<file path="src/rtl/vga_pkg.sv">
// Shared raster timing definitions: standard mode presets and the axis-total helper.
package vga_pkg;

   typedef struct packed {
      logic [15:0] disp;
      logic [15:0] fp;
      logic [15:0] sync;
      logic [15:0] bp;
   } vga_axis_t;

   function automatic int vga_total(input int disp, input int fp, input int sync, input int bp);
      return disp + fp + sync + bp;
   endfunction

   // Industry timings at 60 Hz refresh
   localparam vga_axis_t VGA_640X480_H  = '{16'd640,  16'd16, 16'd96,  16'd48};
   localparam vga_axis_t VGA_640X480_V  = '{16'd480,  16'd10, 16'd2,   16'd33};
   localparam vga_axis_t VGA_800X600_H  = '{16'd800,  16'd40, 16'd128, 16'd88};
   localparam vga_axis_t VGA_800X600_V  = '{16'd600,  16'd1,  16'd4,   16'd23};
   localparam vga_axis_t VGA_1024X768_H = '{16'd1024, 16'd24, 16'd136, 16'd160};
   localparam vga_axis_t VGA_1024X768_V = '{16'd768,  16'd3,  16'd6,   16'd29};

endpackage

</file>
<file path="src/rtl/vga_delay_line.sv">
// Clock-enabled shift register with synchronous flush; also exposes bit 0 of the
// stage just before the output so a qualifier can gate data captured beside it.
module vga_delay_line #(
   parameter int W     = 3,
   parameter int DEPTH = 1
) (
   input  logic         clk,
   input  logic         reset_n,
   input  logic         ce_i,
   input  logic         flush_i,
   input  logic [W-1:0] din_i,
   output logic [W-1:0] dout_o,
   output logic         pre_o
);

   logic [DEPTH-1:0][W-1:0] pipe_q;
   logic [DEPTH:0][W-1:0]   stg;

   // stg[j] is the input as it was j ticks ago; stg[0] is live
   assign stg    = {pipe_q, din_i};
   assign dout_o = stg[DEPTH];
   assign pre_o  = stg[DEPTH-1][0];

   always_ff @(posedge clk or negedge reset_n) begin
      if (!reset_n)     pipe_q <= '0;
      else if (flush_i) pipe_q <= '0;
      else if (ce_i)    pipe_q <= stg[DEPTH-1:0];
   end

endmodule

</file>
<file path="src/rtl/vga_timing_gen.sv">
// Parametrised raster timing generator: h/v counters, strobes, frame counter and a
// latency-matched sync/de/colour output stage for a pipelined pixel source.
module vga_timing_gen
   import vga_pkg::*;
#(
   parameter int H_DISPLAY = 800,
   parameter int H_FP      = 40,
   parameter int H_SYNC    = 128,
   parameter int H_BP      = 88,
   parameter int V_DISPLAY = 600,
   parameter int V_FP      = 1,
   parameter int V_SYNC    = 4,
   parameter int V_BP      = 23,
   parameter int HSYNC_POL = 0,
   parameter int VSYNC_POL = 0,
   parameter int COLOR_W   = 4,
   parameter int PIPE_LAT  = 0,
   parameter int FC_W      = 16,
   localparam int H_TOTAL  = vga_total(H_DISPLAY, H_FP, H_SYNC, H_BP),
   localparam int V_TOTAL  = vga_total(V_DISPLAY, V_FP, V_SYNC, V_BP),
   localparam int XW       = $clog2(H_TOTAL),
   localparam int YW       = $clog2(V_TOTAL)
) (
   input  logic               clk,
   input  logic               reset_n,
   input  logic               pix_ce,
   input  logic               enable,
   input  logic [COLOR_W-1:0] in_r,
   input  logic [COLOR_W-1:0] in_g,
   input  logic [COLOR_W-1:0] in_b,
   output logic [XW-1:0]      pixel_x,
   output logic [YW-1:0]      pixel_y,
   output logic               req_active,
   output logic               line_start,
   output logic               frame_start,
   output logic [FC_W-1:0]    frame_count,
   output logic               hsync,
   output logic               vsync,
   output logic               de,
   output logic [COLOR_W-1:0] red,
   output logic [COLOR_W-1:0] green,
   output logic [COLOR_W-1:0] blue
);

   localparam int   HS_BEG = H_DISPLAY + H_FP;
   localparam int   HS_END = HS_BEG + H_SYNC;
   localparam int   VS_BEG = V_DISPLAY + V_FP;
   localparam int   VS_END = VS_BEG + V_SYNC;
   localparam logic HPOL   = 1'(HSYNC_POL);
   localparam logic VPOL   = 1'(VSYNC_POL);

   logic [XW-1:0]   h_q, h_d;
   logic [YW-1:0]   v_q, v_d;
   logic [FC_W-1:0] fc_q, fc_d;
   logic            h_last, v_last, tick;
   logic            hs0, vs0;
   logic [2:0]      sync_q;
   logic            de_tap;
   logic [COLOR_W-1:0] r_q, g_q, b_q;

   assign h_last = (h_q == XW'(H_TOTAL - 1));
   assign v_last = (v_q == YW'(V_TOTAL - 1));
   assign tick   = enable & reset_n & pix_ce;

   always_comb begin
      h_d  = h_q;
      v_d  = v_q;
      fc_d = fc_q;
      if (!enable) begin
         h_d = '0;
         v_d = '0;
      end else if (pix_ce) begin
         h_d = h_last ? '0 : h_q + 1'b1;
         if (h_last) begin
            v_d = v_last ? '0 : v_q + 1'b1;
            if (v_last) fc_d = fc_q + 1'b1;
         end
      end
   end

   always_ff @(posedge clk or negedge reset_n) begin
      if (!reset_n) begin
         h_q  <= '0;
         v_q  <= '0;
         fc_q <= '0;
      end else begin
         h_q  <= h_d;
         v_q  <= v_d;
         fc_q <= fc_d;
      end
   end

   assign pixel_x     = h_q;
   assign pixel_y     = v_q;
   assign frame_count = fc_q;
   assign req_active  = (32'(h_q) < H_DISPLAY) && (32'(v_q) < V_DISPLAY);
   assign line_start  = tick && (h_q == '0) && (32'(v_q) < V_DISPLAY);
   assign frame_start = tick && (h_q == '0) && (v_q == '0);

   assign hs0 = (32'(h_q) >= HS_BEG) && (32'(h_q) < HS_END);
   assign vs0 = (32'(v_q) >= VS_BEG) && (32'(v_q) < VS_END);

   // Last stage doubles as the pin register; de_tap lines up with the source's colour
   vga_delay_line #(.W(3), .DEPTH(PIPE_LAT + 1)) u_dly (
      .clk     (clk),
      .reset_n (reset_n),
      .ce_i    (pix_ce),
      .flush_i (~enable),
      .din_i   ({hs0, vs0, req_active}),
      .dout_o  (sync_q),
      .pre_o   (de_tap)
   );

   always_ff @(posedge clk or negedge reset_n) begin
      if (!reset_n) begin
         r_q <= '0;
         g_q <= '0;
         b_q <= '0;
      end else if (!enable) begin
         r_q <= '0;
         g_q <= '0;
         b_q <= '0;
      end else if (pix_ce) begin
         r_q <= de_tap ? in_r : '0;
         g_q <= de_tap ? in_g : '0;
         b_q <= de_tap ? in_b : '0;
      end
   end

   assign hsync = ~(sync_q[2] ^ HPOL);
   assign vsync = ~(sync_q[1] ^ VPOL);
   assign de    = sync_q[0];
   assign red   = r_q;
   assign green = g_q;
   assign blue  = b_q;

endmodule

</file>
<file path="config.mk">
export PLATFORM = sky130hd
export DESIGN_NAME = vga_timing_gen
export DESIGN_NICKNAME = d
export VERILOG_FILES = /design/src/rtl/vga_pkg.sv /design/src/rtl/vga_delay_line.sv /design/src/rtl/vga_timing_gen.sv
export SDC_FILE = /design/constraint.sdc
export NUM_CORES = 1
export LEC_CHECK = 0
export ABC_AREA = 1
export BUFFER_PORTS_ARGS = -buffer_cell sky130_fd_sc_hd__buf_2
export CAP_MARGIN = 5
export CORE_MARGIN = 2
export CORE_UTILIZATION = 30
export CTS_BUF_LIST = sky130_fd_sc_hd__clkbuf_2
export DETAILED_ROUTE_END_ITERATION = 8
export SETUP_SLACK_MARGIN = 0.1
export SLEW_MARGIN = 20
export SYNTH_ARGS = -nofsm -noshare
export SYNTH_HDL_FRONTEND = slang
export SYNTH_HIERARCHICAL = 1
export SYNTH_SLANG_ARGS = --single-unit
</file>
<file path="constraint.sdc">
create_clock -name clk -period 1.8 [get_ports clk]
set_input_delay 0.18 -clock clk [delete_from_list [all_inputs] [get_ports clk]]
set_output_delay 0.18 -clock clk [all_outputs]
set_load 0.02 [all_outputs]
</file>
After elaboration in Yosys (flattened, before gate mapping)
Index checks and enable logic that the tools add are counted.

cells by class
  muxes and demuxes = 18
  equality and inequality tests = 4
  add/sub/neg operators = 3
  reduce and logical (&&, ||, !) cells = 10
  $lt $le $gt $ge = 6
  bitwise gates (word level) = 4

operators with widths
  kind                                                   count
  2-to-1 mux 10 bit                                      4
  2-to-1 mux 4 bit                                       9
  2-to-1 mux 11 bit                                      3
  < comparator 11 x 10 -> 1 bit, second input constant   2
  < comparator 10 bit, second input constant             2
  adder 16 x 1 -> 16 bit, second input constant          1
  adder 11 x 1 -> 11 bit, second input constant          1
  equality test 11 bit, second input constant            1
  >= comparator 11 x 10 -> 1 bit, second input constant  1
  logical NOT 11 bit                                     1
  adder 10 x 1 -> 10 bit, second input constant          1
  equality test 10 bit, second input constant            1
  >= comparator 10 bit, second input constant            1
  logical NOT 10 bit                                     1
  logical AND 1 bit                                      6
  2-to-1 mux 3 bit                                       2
  AND reduction 4 bit                                    1
  bitwise AND 1 bit                                      2
  inequality test 2 x 1 -> 1 bit, second input constant  1
  inequality test 2 bit, second input constant           1
  inverter 1 bit                                         2
  AND reduction 2 bit                                    1

storage, ports and cells
  word-level logic and storage cells = 52
  bits in registers = 52
  output and inout bits = 55

Logic depth before layout (Yosys ltp)
Gate-level depths: netlist of run 1.

  word-level depth = 5
  mapped depth = 9
  depth with buffers taken out = 9

Modules after synthesis
The synthesis of run 1 kept the hierarchy.

modules (own cells, without submodules)
  module          cells each  instances  area an instance (µm²)
  vga_timing_gen  419         1          3088.0
  vga_delay_line  15          1          130.1

Least setup slack after synthesis of run 1
OpenSTA, ideal clock, no wires.

  path kind = register to register
  start = register v_q[3] (netlist: pixel_y[3])
  end = register b_q[0] (netlist: blue[0])
  data required time = 1.733 ns
  cell stages (with the launch flop) = 9
  arrival = 2.227 ns
  path buffers = 2
  setup slack = -0.495 ns
  library setup time = 0.067 ns
  path through = dfrtp_1 nand2_1 inv_1 nor2_1 o21ai_0 a211oi_1 buf_4 clkbuf_1 a32o_1

between the ends
  cells in the longest elaborated chain, start to end = 5

ends and longest elaborated chain
  element                 RTL line               RTL
  from (decl)             vga_timing_gen.sv:53   logic [YW-1:0] v_q, v_d;
  from (signal assigned)  vga_timing_gen.sv:88   v_q <= v_d;
  < comparator 10 bit     vga_timing_gen.sv:96   assign req_active = (32'(h_q) < H_DISPLAY) && (32'(v_q) < V_DISPLAY);
  logical AND 1 bit       vga_timing_gen.sv:96
  net req_active          vga_timing_gen.sv:33   output logic req_active,
  2-to-1 mux 4 bit        vga_timing_gen.sv:126  b_q <= de_tap ? in_b : '0;
  2-to-1 mux 4 bit        vga_timing_gen.sv:123  end else if (pix_ce) begin
  2-to-1 mux 4 bit        vga_timing_gen.sv:119  end else if (!enable) begin
  to (signal assigned)    vga_timing_gen.sv:126
  to (decl)               vga_timing_gen.sv:59   logic [COLOR_W-1:0] r_q, g_q, b_q;

The timed path passes the listed nets, and every way through them passes these cells. The select of a mux whose other input is x is not followed.
A chain may end at the register's enable or synchronous reset.

Worst setup path in the final report of run 1
  start = register h_q[0] (netlist: pixel_x[0])
  end = output line_start

between the ends
  cells in the longest elaborated chain, start to end = 3

ends and longest elaborated chain
  element                          RTL line              RTL
  from (decl)                      vga_timing_gen.sv:52  logic [XW-1:0] h_q, h_d;
  from (signal assigned)           vga_timing_gen.sv:83  h_q <= '0;
  from (signal assigned)           vga_timing_gen.sv:87  h_q <= h_d;
  logical NOT 11 bit               vga_timing_gen.sv:97  assign line_start = tick && (h_q == '0) && (32'(v_q) < V_DISPLAY);
  logical AND 1 bit (2 in series)  vga_timing_gen.sv:97
  to (decl)                        vga_timing_gen.sv:34  output logic line_start,

No other way between the ends.

==> impl_results.md, run 1 <==
* Req. time, crit path at around 1.6 ns
* Post-synth cell types at 32
* Max_cap viols at 0
* Detailed router's first-iteration violation count at 248
* Synth Flop Type: dfrtp_1
* Post-synthesis cell count at ~430
* Post-synthesis cell area at roughly 3200 µm²
* Sequential share of the synthesized area at just over 40%
* IO Pins at 71
* Die span in x at 108 µm
* Crit path max fanout at 2
* Total grt overflow at 0
* CTS max path bufs at 2
* Starting Density at 31.0%
* Top-count cell post-synth: nand2_1
* Peak VDD IR at around 0.27 mV
* Total Routing Usage GR at between 10% and 20%
* R2R Setup Slk at roughly 0.16 ns
* Sw Share at 29.0%
* PortBufs at 70
* Dpl hpwl at 6.60 mm
* Die ar. at 11,600 µm²
* Top-area cell type share of the netlist area at 40.4%
* Power share of the sequential group at between 50% and 60%
* Via density at just under 5
* CP Capture Type: primary output
* # H-tree levels at 2
* Period minus WS final at between 1.5 and 2 ns
* Total CTS buffers at 5
* Final setup fails at 3
* Die Span Y at approximately 110 µm
* Synthesized area per cell at roughly 7.4 µm²
* Drt total wl at between 9 and 10 mm
* Final period util at 108%
* Static leakage at around 0.0022 µW
* Worst min-delay path category: in2reg
* Non-Filler Instances at 688
* Largest net degree at the start of global routing at between 50 and 60
* First-pass GRT wire length at between 15 and 20 mm
* Post-synth top area cell: dfrtp_1
* Wire per inst at between 10 and 15 µm
* Number of remaining DRC errors at 0
* Share of cells above drive strength 1 at between 30% and 40%
* # rows at 37
* Finished Cell Area at 4320 µm²
* Post-synthesis net count at approximately 460
* DRT Pass-1 Iters at 5
* Pwr Density at 524 nW/µm²
* Synth Warn # at 6
* Final max-slew violation count at 0
* Placement Cell Area at 3810 µm²
* Failing checks: setup timing
* CTS clk-pin slew, worst paths at ~0.28 ns
* Combinational share of power at 18.1%
* CTS tree: done
* Least-Margin Pin Slew at roughly 0.68 ns
* Top post-synthesis cells by count: nand2_1 (144), dfrtp_1 (52), nor2_1 (45)
* Initial antenna violation count at 0
* CP Data Arrival Time at 1.77 ns
* Share of flip-flops with an asynchronous set or reset at 100%
* Core area at 10,400 µm²
* Clk Latency, worst-skew pair at roughly 0.46 ns
* Hold slack at roughly 0.026 ns
* Final Util at roughly two fifths
* Internal at 1610 µW
* Inserted Diodes at 0
* Clk_skew at around 0.023 ns
* CP peak stage delay at around 0.45 ns
* Syn-to-layout area delta at 34.3%
* Post-layout nets at approximately 570
* Status: finished, violations left
* Startpoint types: register
* Switch Pwr at between 600 and 700 µW
* Relative slew margins at between 50% and 60%
* Placer Congestion at 0.906
* Worst Setup Path Type: reg2out
* Slowest CP cell: dfrtp_1
* Synth top area cells: dfrtp_1 (40%), nand2_1 (17%), nand3_1 (6.8%), nor2_1 (5.2%), inv_1 (4.3%)
* Root Buffer: clkbuf_2
* Clock share of power at about 28%
* Fmax at between 0.5 and 0.6 GHz
* Final hold violations at 0
* Worst-path cell chain: inv_2 > ha_4 > nand4_1 > nor2_1 > nand4_1 > nor2_1 > buf_4
* Placed cells at approximately 640
* Number of global-route vias before repair at 3,071
* #FFs+latches synth at 52
* Clock tree sinks at 52
* EDFF count, synth at 0
* RSZ-0062 raised after global routing: true
* Vias at about 3,300
* ANT nets after route at 0
* Final setup margin at -0.149 ns
## worst paths after layout
path / startpoint / end / cells past startpoint
min in group asynchronous: reset_n / pixel_y[7]$_DFFE_PN0P_ / 3
worst max register to register: pixel_x[1]$_DFFE_PN0P_ / frame_count[9]$_DFFE_PN0P_ / 10
worst min-delay path: enable / pixel_x[7]$_DFFE_PN0P_ / 3
worst min register to register: u_dly/dout_o[1]$_DFFE_PN0P_ / u_dly/dout_o[1]$_DFFE_PN0P_ / 2
worst max-delay path: pixel_x[0]$_DFFE_PN0P_ / line_start / 7
max in group asynchronous: reset_n / pixel_y[5]$_DFFE_PN0P_ / 3
## critical path, delay by kind of cell, from the launching register on
kind,cells,cell delay [ns]
simple gates,4,0.51
flops,1,0.45
buf+inv,2,0.25
fa+ha+maj,1,0.12
## cells by family after synthesis
kind of cell	count (synthesis)	share of synthesized area, %
simple gates	282	40.7
buf+inv	54	7.04
flops	52	40.4
compound gates	31	7.04
xor+xnor	9	2.45
fa+ha+maj	6	2.33
## sequential cells by signal, indices dropped and copies added, names as in the netlist
signal / cells
u_dly/dout_o: 3
pixel_x: 11
pixel_y: 10
green: 4
blue: 4
red: 4
frame_count: 16
## metrics by stage
step                      setup TNS [ns]  worst slack (ns)  total power [µW]
after floorplan                        0            0.0966              1420
after CTS                         -0.383            -0.182              2250
after global routing              -0.724            -0.311              2410
after detailed placement               0             0.126              1550
after global placement                 0             0.165              1550
final                             -0.326            -0.149              2260
## placed cells by master (no fill, tap or decap), types with 2 or more instances in the layout
cell type | netlist | final
nor2_2 | 7 | 7
ha_1 | 6 | 3
dfrtp_1 | 52 | 40
nand3b_1 | 4 | 4
clkbuf_2 | 0 | 5
nand3_4 | 2 | 2
dlygate4sd3_1 | 0 | 14
dfrtp_2 | 0 | 12
nand2_4 | 1 | 4
nor2_1 | 45 | 42
nand2_1 | 144 | 139
nand3_1 | 44 | 43
buf_6 | 2 | 3
nor2_4 | 4 | 7
buf_4 | 1 | 34
o21ai_0 | 7 | 6
o21ai_1 | 5 | 5
inv_2 | 7 | 14
xor2_1 | 9 | 9
buf_2 | 4 | 67
nor3_1 | 5 | 5
a32o_1 | 12 | 12
o21bai_1 | 2 | 2
nand2_8 | 0 | 2
nand4_1 | 15 | 15
inv_1 | 37 | 30
nand2_2 | 9 | 10
ha_4 | 0 | 3
a21oi_1 | 2 | 2
## power by group through the flow
stage                     combinational (µW)  clock, µW  sequential [µW]
after floorplan                          118          0             1300
after global placement                   287          0             1260
after detailed placement                 290          0             1260
after CTS                                367        649             1230
after global routing                     459        708             1240
final                                    410        622             1230
## layer usage
metal	vias to the layer above	GRT usage, %	share of wire (%)
met5	-	0	0
met3	13	1.88	4.6
met1	1536	22.8	46
met4	0	4.03	1.6
li1	1657	-	-
met2	108	27.2	48
## repair_timing
item,in CTS,in global routing
buffers inserted,13,10
endpoints found under the hold margin,64,2
endpoints found under the setup margin,3,40
hold buffers,13,1
gates cloned,0,1
gates resized for setup,18,21
pin swaps,9,19
## final cells by class
class | count | area, µm²
Clock buffer | 5 | 25.0
Clock inverter | 3 | 42.5
Fill cell | 1086 | 6050
Inverter | 45 | 169
Multi-Input combinational cell | 329 | 1830
Sequential cell | 52 | 1320
Tap cell | 136 | 170
Timing Repair Buffer | 118 | 764
Power figures use the tool's default switching activity.
==> inputs of run 2 (changes only) <==
--- a/config.mk
+++ b/config.mk
@@ -8,7 +8,7 @@
 export ABC_AREA = 1
 export BUFFER_PORTS_ARGS = -buffer_cell sky130_fd_sc_hd__buf_2
 export CAP_MARGIN = 5
-export CORE_MARGIN = 2
+export CORE_MARGIN = 5
 export CORE_UTILIZATION = 30
 export CTS_BUF_LIST = sky130_fd_sc_hd__clkbuf_2
 export DETAILED_ROUTE_END_ITERATION = 8
==> impl_results.md, run 2 (synthesis results as in run 1) <==
* Worst Setup Path Type: reg2out (unchanged)
* Placer Congestion at 0.850 (was 0.906)
* Crit path max fanout at 5 (was 2)
* Met1 wire length at 4.28 mm (was 4.22 mm)
* Max_cap viols at 0 (unchanged)
* Die ar. at 12,900 µm² (was 11,600 µm²)
* Placement Cell Area at 3820 µm² (was 3810 µm²)
* CTS tree: done (unchanged)
* Req. time, crit path at 1.62 ns (about the same)
* PortBufs at 70 (unchanged)
* Metal2 WL at 4.50 mm (was 4.43 mm)
* Period minus WS final at 1.91 ns (was 1.95 ns)
* Largest net degree at the start of global routing at 53 (unchanged)
* Final setup fails at 23 (was 3)
* IO Pins at 71 (unchanged)
* Placed cells at 645 (was 644)
* Status: finished, violations left (unchanged)
* Final max-slew violation count at 0 (unchanged)
* DRT Pass-1 Iters at 4 (was 5)
* Finished Cell Area at 4370 µm² (was 4320 µm²)
* Final period util at 106% (was 108%)
* Detailed router's first-iteration violation count at 226 (was 248)
* Startpoint types: register (unchanged)
* Die span in x at 114 µm (was 108 µm)
* Relative slew margins at 55.3% (was 54.8%)
* Static leakage at 0.00225 µW (was 0.00222 µW)
* # rows at 37 (unchanged)
* Number of remaining DRC errors at 0 (unchanged)
* Clk Latency, worst-skew pair at 0.43 ns (was 0.46 ns)
* Worst min-delay path category: in2reg (unchanged)
* CP Capture Type: primary output (unchanged)
* Via density at 4.73 (was 4.82)
* Dpl ws at 0.111 ns (was 0.126 ns)
* Drt total wl at 9.37 mm (was 9.22 mm)
* # H-tree levels at 2 (unchanged)
* Total grt overflow at 0 (unchanged)
* Starting Density at 30.9% (was 31.0%)
* Wire per inst at 13.5 µm (was 13.4 µm)
* Die Span Y at 114 µm (was 108 µm)
* Least-Margin Pin Slew at 0.670 ns (was 0.678 ns)
* Peak VDD IR at 0.269 mV (about the same)
* Core area at 10,400 µm² (about the same)
* CP Data Arrival Time at 1.73 ns (was 1.77 ns)
* Non-Filler Instances at 696 (was 688)
* CTS max path bufs at 2 (unchanged)
* Top Layer Used: met4 (unchanged)
* RSZ-0062 raised after global routing: true (unchanged)
* Root Buffer: clkbuf_2 (unchanged)
* Dpl hpwl at 6.80 mm (was 6.60 mm)
* Vias at 3,289 (was 3,314)
* Pwr Density at 510 nW/µm² (was 524 nW/µm²)
* Met3 WL post-DR at 406 µm (was 425 µm)
* Final setup margin at -0.108 ns (was -0.149 ns)
* Post-layout nets at 580 (was 573)
* CTS clk-pin slew, worst paths at 0.25 ns (was 0.28 ns)
* Final Util at 41.9% (was 41.7%)
* Total Routing Usage GR at 15.0% (was 16.4%)
* Clock tree sinks at 52 (unchanged)
* Final hold violations at 0 (unchanged)
* Syn-to-layout area delta at 35.7% (was 34.3%)
* Setup_tns at -0.979 ns (was -0.326 ns)
* First-pass GRT wire length at 15.8 mm (was 15.2 mm)
* Number of global-route vias before repair at 3,156 (was 3,071)
* Fmax at 0.524 GHz (was 0.513 GHz)
* Most common cell after layout, fill and taps aside: nand2_1 (unchanged)
* Total CTS buffers at 5 (unchanged)
* Clk_skew at 0.0139 ns (was 0.0229 ns)
* Initial antenna violation count at 1 (was 0)
* Largest register FFs at 16 (unchanged)
* Failing checks: setup timing (unchanged)
* ANT nets after route at 0 (unchanged)
* Most frequent cells in the layout: nand2_1 (140), buf_2 (66), nand3_1 (43) (was nand2_1 (139), buf_2 (67), nand3_1 (43))
* Share of cells above drive strength 1 at 33.5% (was 32.2%)
## run 2: cell types whose count changed in the layout (fill, tap and decap cells not counted), sizes merged
| cell | change |
|---|---|
| bufinv | -1 |
| dlygate4sd3 | -1 |
| buf | +9 |
| nand2 | -1 |
| clkbuf | +1 |
| diode | +1 |
## run 2: path summary, 6_finish.rpt
| check | startpoint | to | slack (ns) | cells after the start |
|---|---|---|---|---|
| max | pixel_x[4]$_DFFE_PN0P_ | line_start | -0.11 | 6 |
| min | enable | pixel_y[9]$_DFFE_PN0P_ | 0.03 | 3 |
| max reg2reg | pixel_x[0]$_DFFE_PN0P_ | frame_count[8]$_DFFE_PN0P_ | -0.06 | 13 |
| min reg2reg | u_dly/dout_o[2]$_DFFE_PN0P_ | u_dly/dout_o[2]$_DFFE_PN0P_ | 0.50 | 2 |
| max in group asynchronous | reset_n | pixel_x[9]$_DFFE_PN0P_ | 0.88 | 3 |
| min in group asynchronous | reset_n | pixel_y[1]$_DFFE_PN0P_ | 0.44 | 3 |
## run 2: per-stage QoR
step                total power (µW)  hold slack [ns]
finish                          2230           0.0286
detailed placement              1560            0.424
global placement                1550            0.425
global route                    2340           0.0169
floorplan                       1420           -0.116
CTS                             2220          0.00221
## run 2: area by class of cell
type	instances	area, µm²
Inverter	45	171
Tap cell	136	170
Multi-Input combinational cell	328	1810
Fill cell	1076	6050
Antenna cell	1	2.50
Timing Repair Buffer	126	852
Sequential cell	52	1320
Clock inverter	2	11.3
Clock buffer	6	30.0
## run 2: report_power, final
group	internal, µW	total (µW)	switching [µW]
registers	1210	1230	27.5
logic	253	522	269
clock network	96.7	471	375
total	1560	2230	671
## run 2: timing repair
item                                    CTS  global route
buffers inserted                         18            11
hold buffers                             13             0
hold endpoints to repair                 64             0
resized for setup                        30            15
pin swaps                                21            14
endpoints found under the setup margin   12            39
## run 2: routing by layer
layer	track usage, %	vias to the layer above
li1	-	1660
met5	0	-
met2	25.1	74
met4	4.65	0
met3	2.44	15
met1	19.7	1540
## run 2: worst max-delay path: stages, from the launching register on
cell	delay (ns)
dfrtp_1	0.44
inv_1	0.15
nand3_1	0.13
nor2_1	0.12
nand4_1	0.14
nor2_1	0.17
buf_4	0.16
==> inputs of run 3 (changes only) <==
==> constraint.sdc (replaced) <==
create_clock -name clk -period 1.8 [get_ports clk]
set_input_delay 0.18 -clock clk [delete_from_list [all_inputs] [get_ports clk]]
set_output_delay 0.18 -clock clk [all_outputs]
set_load 0.01 [all_outputs]
==> impl_results.md, run 3 (synthesis results as in run 1) <==
* Status: finished, violations left (unchanged)
* Failing checks: setup timing (unchanged)
* Clk_skew at 0.0298 ns (was 0.0139 ns)
* Total Routing Usage GR at 15.2% (was 15.0%)
* Total CTS buffers at 5 (unchanged)
* Die span in x at 114 µm (unchanged)
* Design Power at 2240 µW (was 2230 µW)
* CTS clk-pin slew, worst paths at 0.30 ns (was 0.25 ns)
* Via density at 4.79 (was 4.73)
* Vias at 3,327 (was 3,289)
* Detailed router's first-iteration violation count at 191 (was 226)
* Post-layout nets at 578 (was 580)
* Die ar. at 12,900 µm² (unchanged)
* Worst min-delay path category: in2reg (unchanged)
* Share of cells above drive strength 1 at 31.8% (was 33.5%)
* Dpl ws at 0.115 ns (was 0.111 ns)
* Final period util at 106% (about the same)
* Number of global-route vias before repair at 3,308 (was 3,156)
* Most frequent cells in the layout: nand2_1 (141), buf_2 (69), dfrtp_1 (45) (was nand2_1 (140), buf_2 (66), nand3_1 (43))
* Slowest CP cell: dfrtp_1 (unchanged)
* CTS max path bufs at 2 (unchanged)
* CP Capture Type: primary output (unchanged)
* Most common cell after layout, fill and taps aside: nand2_1 (unchanged)
* Period minus WS final at 1.91 ns (about the same)
* IO Pins at 71 (unchanged)
* Pwr Density at 515 nW/µm² (was 510 nW/µm²)
* Die Span Y at 114 µm (unchanged)
* Startpoint types: register (unchanged)
* Hold slack at 0.0302 ns (was 0.0286 ns)
* Core area at 10,400 µm² (unchanged)
* Relative slew margins at 54.7% (was 55.3%)
* Wire per inst at 13.9 µm (was 13.5 µm)
* Crit path max fanout at 2 (was 5)
* Final max-slew violation count at 0 (unchanged)
* Static leakage at 0.00224 µW (was 0.00225 µW)
* Starting Density at 30.9% (unchanged)
* Total grt overflow at 0 (unchanged)
* Worst-path cell chain: inv_2 > ha_4 > nand4_1 > nor2_1 > nand4_1 > nor2_1 > buf_2 (was inv_1 > nand3_1 > nor2_1 > nand4_1 > nor2_1 > buf_4)
* Clock tree sinks at 52 (unchanged)
* Initial antenna violation count at 1 (unchanged)
* Fmax at 0.523 GHz (was 0.524 GHz)
* Req. time, crit path at 1.62 ns (about the same)
* Critical path's top delay family: flip-flops (was simple AND/OR/NAND/NOR gates)
* Setup_tns at -0.290 ns (was -0.979 ns)
* ANT nets after route at 0 (unchanged)
* Drt total wl at 9.62 mm (was 9.37 mm)
* # H-tree levels at 2 (unchanged)
* # rows at 37 (unchanged)
* CP peak stage delay at 0.46 ns (was 0.44 ns)
* Peak VDD IR at 0.294 mV (was 0.269 mV)
* Syn-to-layout area delta at 35.0% (was 35.7%)
* Number of remaining DRC errors at 0 (unchanged)
* CTS tree: done (unchanged)
* Final setup fails at 3 (was 23)
* Placer Congestion at 0.854 (was 0.850)
* Final Util at 41.7% (was 41.9%)
* Final setup margin at -0.111 ns (was -0.108 ns)
* Clk Latency, worst-skew pair at 0.48 ns (was 0.43 ns)
* Least-Margin Pin Slew at 0.680 ns (was 0.670 ns)
* Max_cap viols at 0 (unchanged)
* FILL cells at 1,060 (was 1,076)
* Worst path bufs/invs at 2 (unchanged)
* Largest register FFs at 16 (unchanged)
* DRT Pass-1 Iters at 4 (unchanged)
* RSZ-0062 raised after global routing: true (unchanged)
* First-pass GRT wire length at 16.2 mm (was 15.8 mm)
* PortBufs at 70 (unchanged)
* Largest net degree at the start of global routing at 53 (unchanged)
* Final hold violations at 0 (unchanged)
* Dpl hpwl at 6.79 mm (was 6.80 mm)
* CP Data Arrival Time at 1.73 ns (about the same)
* Root Buffer: clkbuf_2 (unchanged)
* Worst Setup Path Type: reg2out (unchanged)
-- run 3: per-layer routing --
layer  vias to the layer above  track usage (%)  part of all wire [%]
li1                       1655                -                     -
met1                      1569             19.9                    46
met2                        92             25.5                    48
met3                        11             2.65                   4.9
met4                         0             4.49                   1.4
met5                         -                0                     0
-- run 3: final timing paths --
path                       slack [ns]  depth (start not counted)                          end                         from
max                             -0.11                          7                   line_start       pixel_x[1]$_DFFE_PN0P_
min                              0.03                          3       pixel_x[9]$_DFFE_PN0P_                       pix_ce
max reg2reg                      0.17                         10   frame_count[7]$_DFFE_PN0P_       pixel_x[1]$_DFFE_PN0P_
min reg2reg                      0.52                          2  u_dly/dout_o[1]$_DFFE_PN0P_  u_dly/dout_o[1]$_DFFE_PN0P_
max in group asynchronous        0.93                          3      pixel_x[10]$_DFFE_PN0P_                      reset_n
min in group asynchronous        0.37                          3       pixel_y[0]$_DFFE_PN0P_                      reset_n
-- run 3: power breakdown --
group          switching [µW]  internal (µW)
Combinational             203            158
Sequential               25.4           1210
Clock                     411            233
-- run 3: tightest hold or removal path, cell delays in order --
cell,delay (ns)
buf_2,0.19
nand4_1,0.12
nand2_1,0.04
-- run 3: area by class of cell --
cell class	count	area, µm²	share of cell area [%]
inverters	45	171	3.95
repair buffers	123	805	18.5
flip-flops and latches	52	1310	30.2
multi-input cells	329	1820	41.8
clock inverters	3	42.5	0.979
diodes	1	2.50	0.0576
well taps	136	170	3.92
clock buffers	5	25.0	0.576
-- run 3: per-stage QoR --
stage	std cells	cell area, µm²
detailed placement	647	3810
finish	694	4340
CTS	685	4200
global route	694	4340
global placement	647	3810
floorplan	434	3230
-- run 3: what timing repair did --
action / 4_1_cts / 5_1_grt
endpoints found under the setup margin: 15 / 30
hold buffers: 14 / 0
resized for setup: 24 / 18
cloned: 0 / 1
pin swaps: 8 / 17
endpoints found under the hold margin: 66 / 0
buffers inserted: 16 / 8
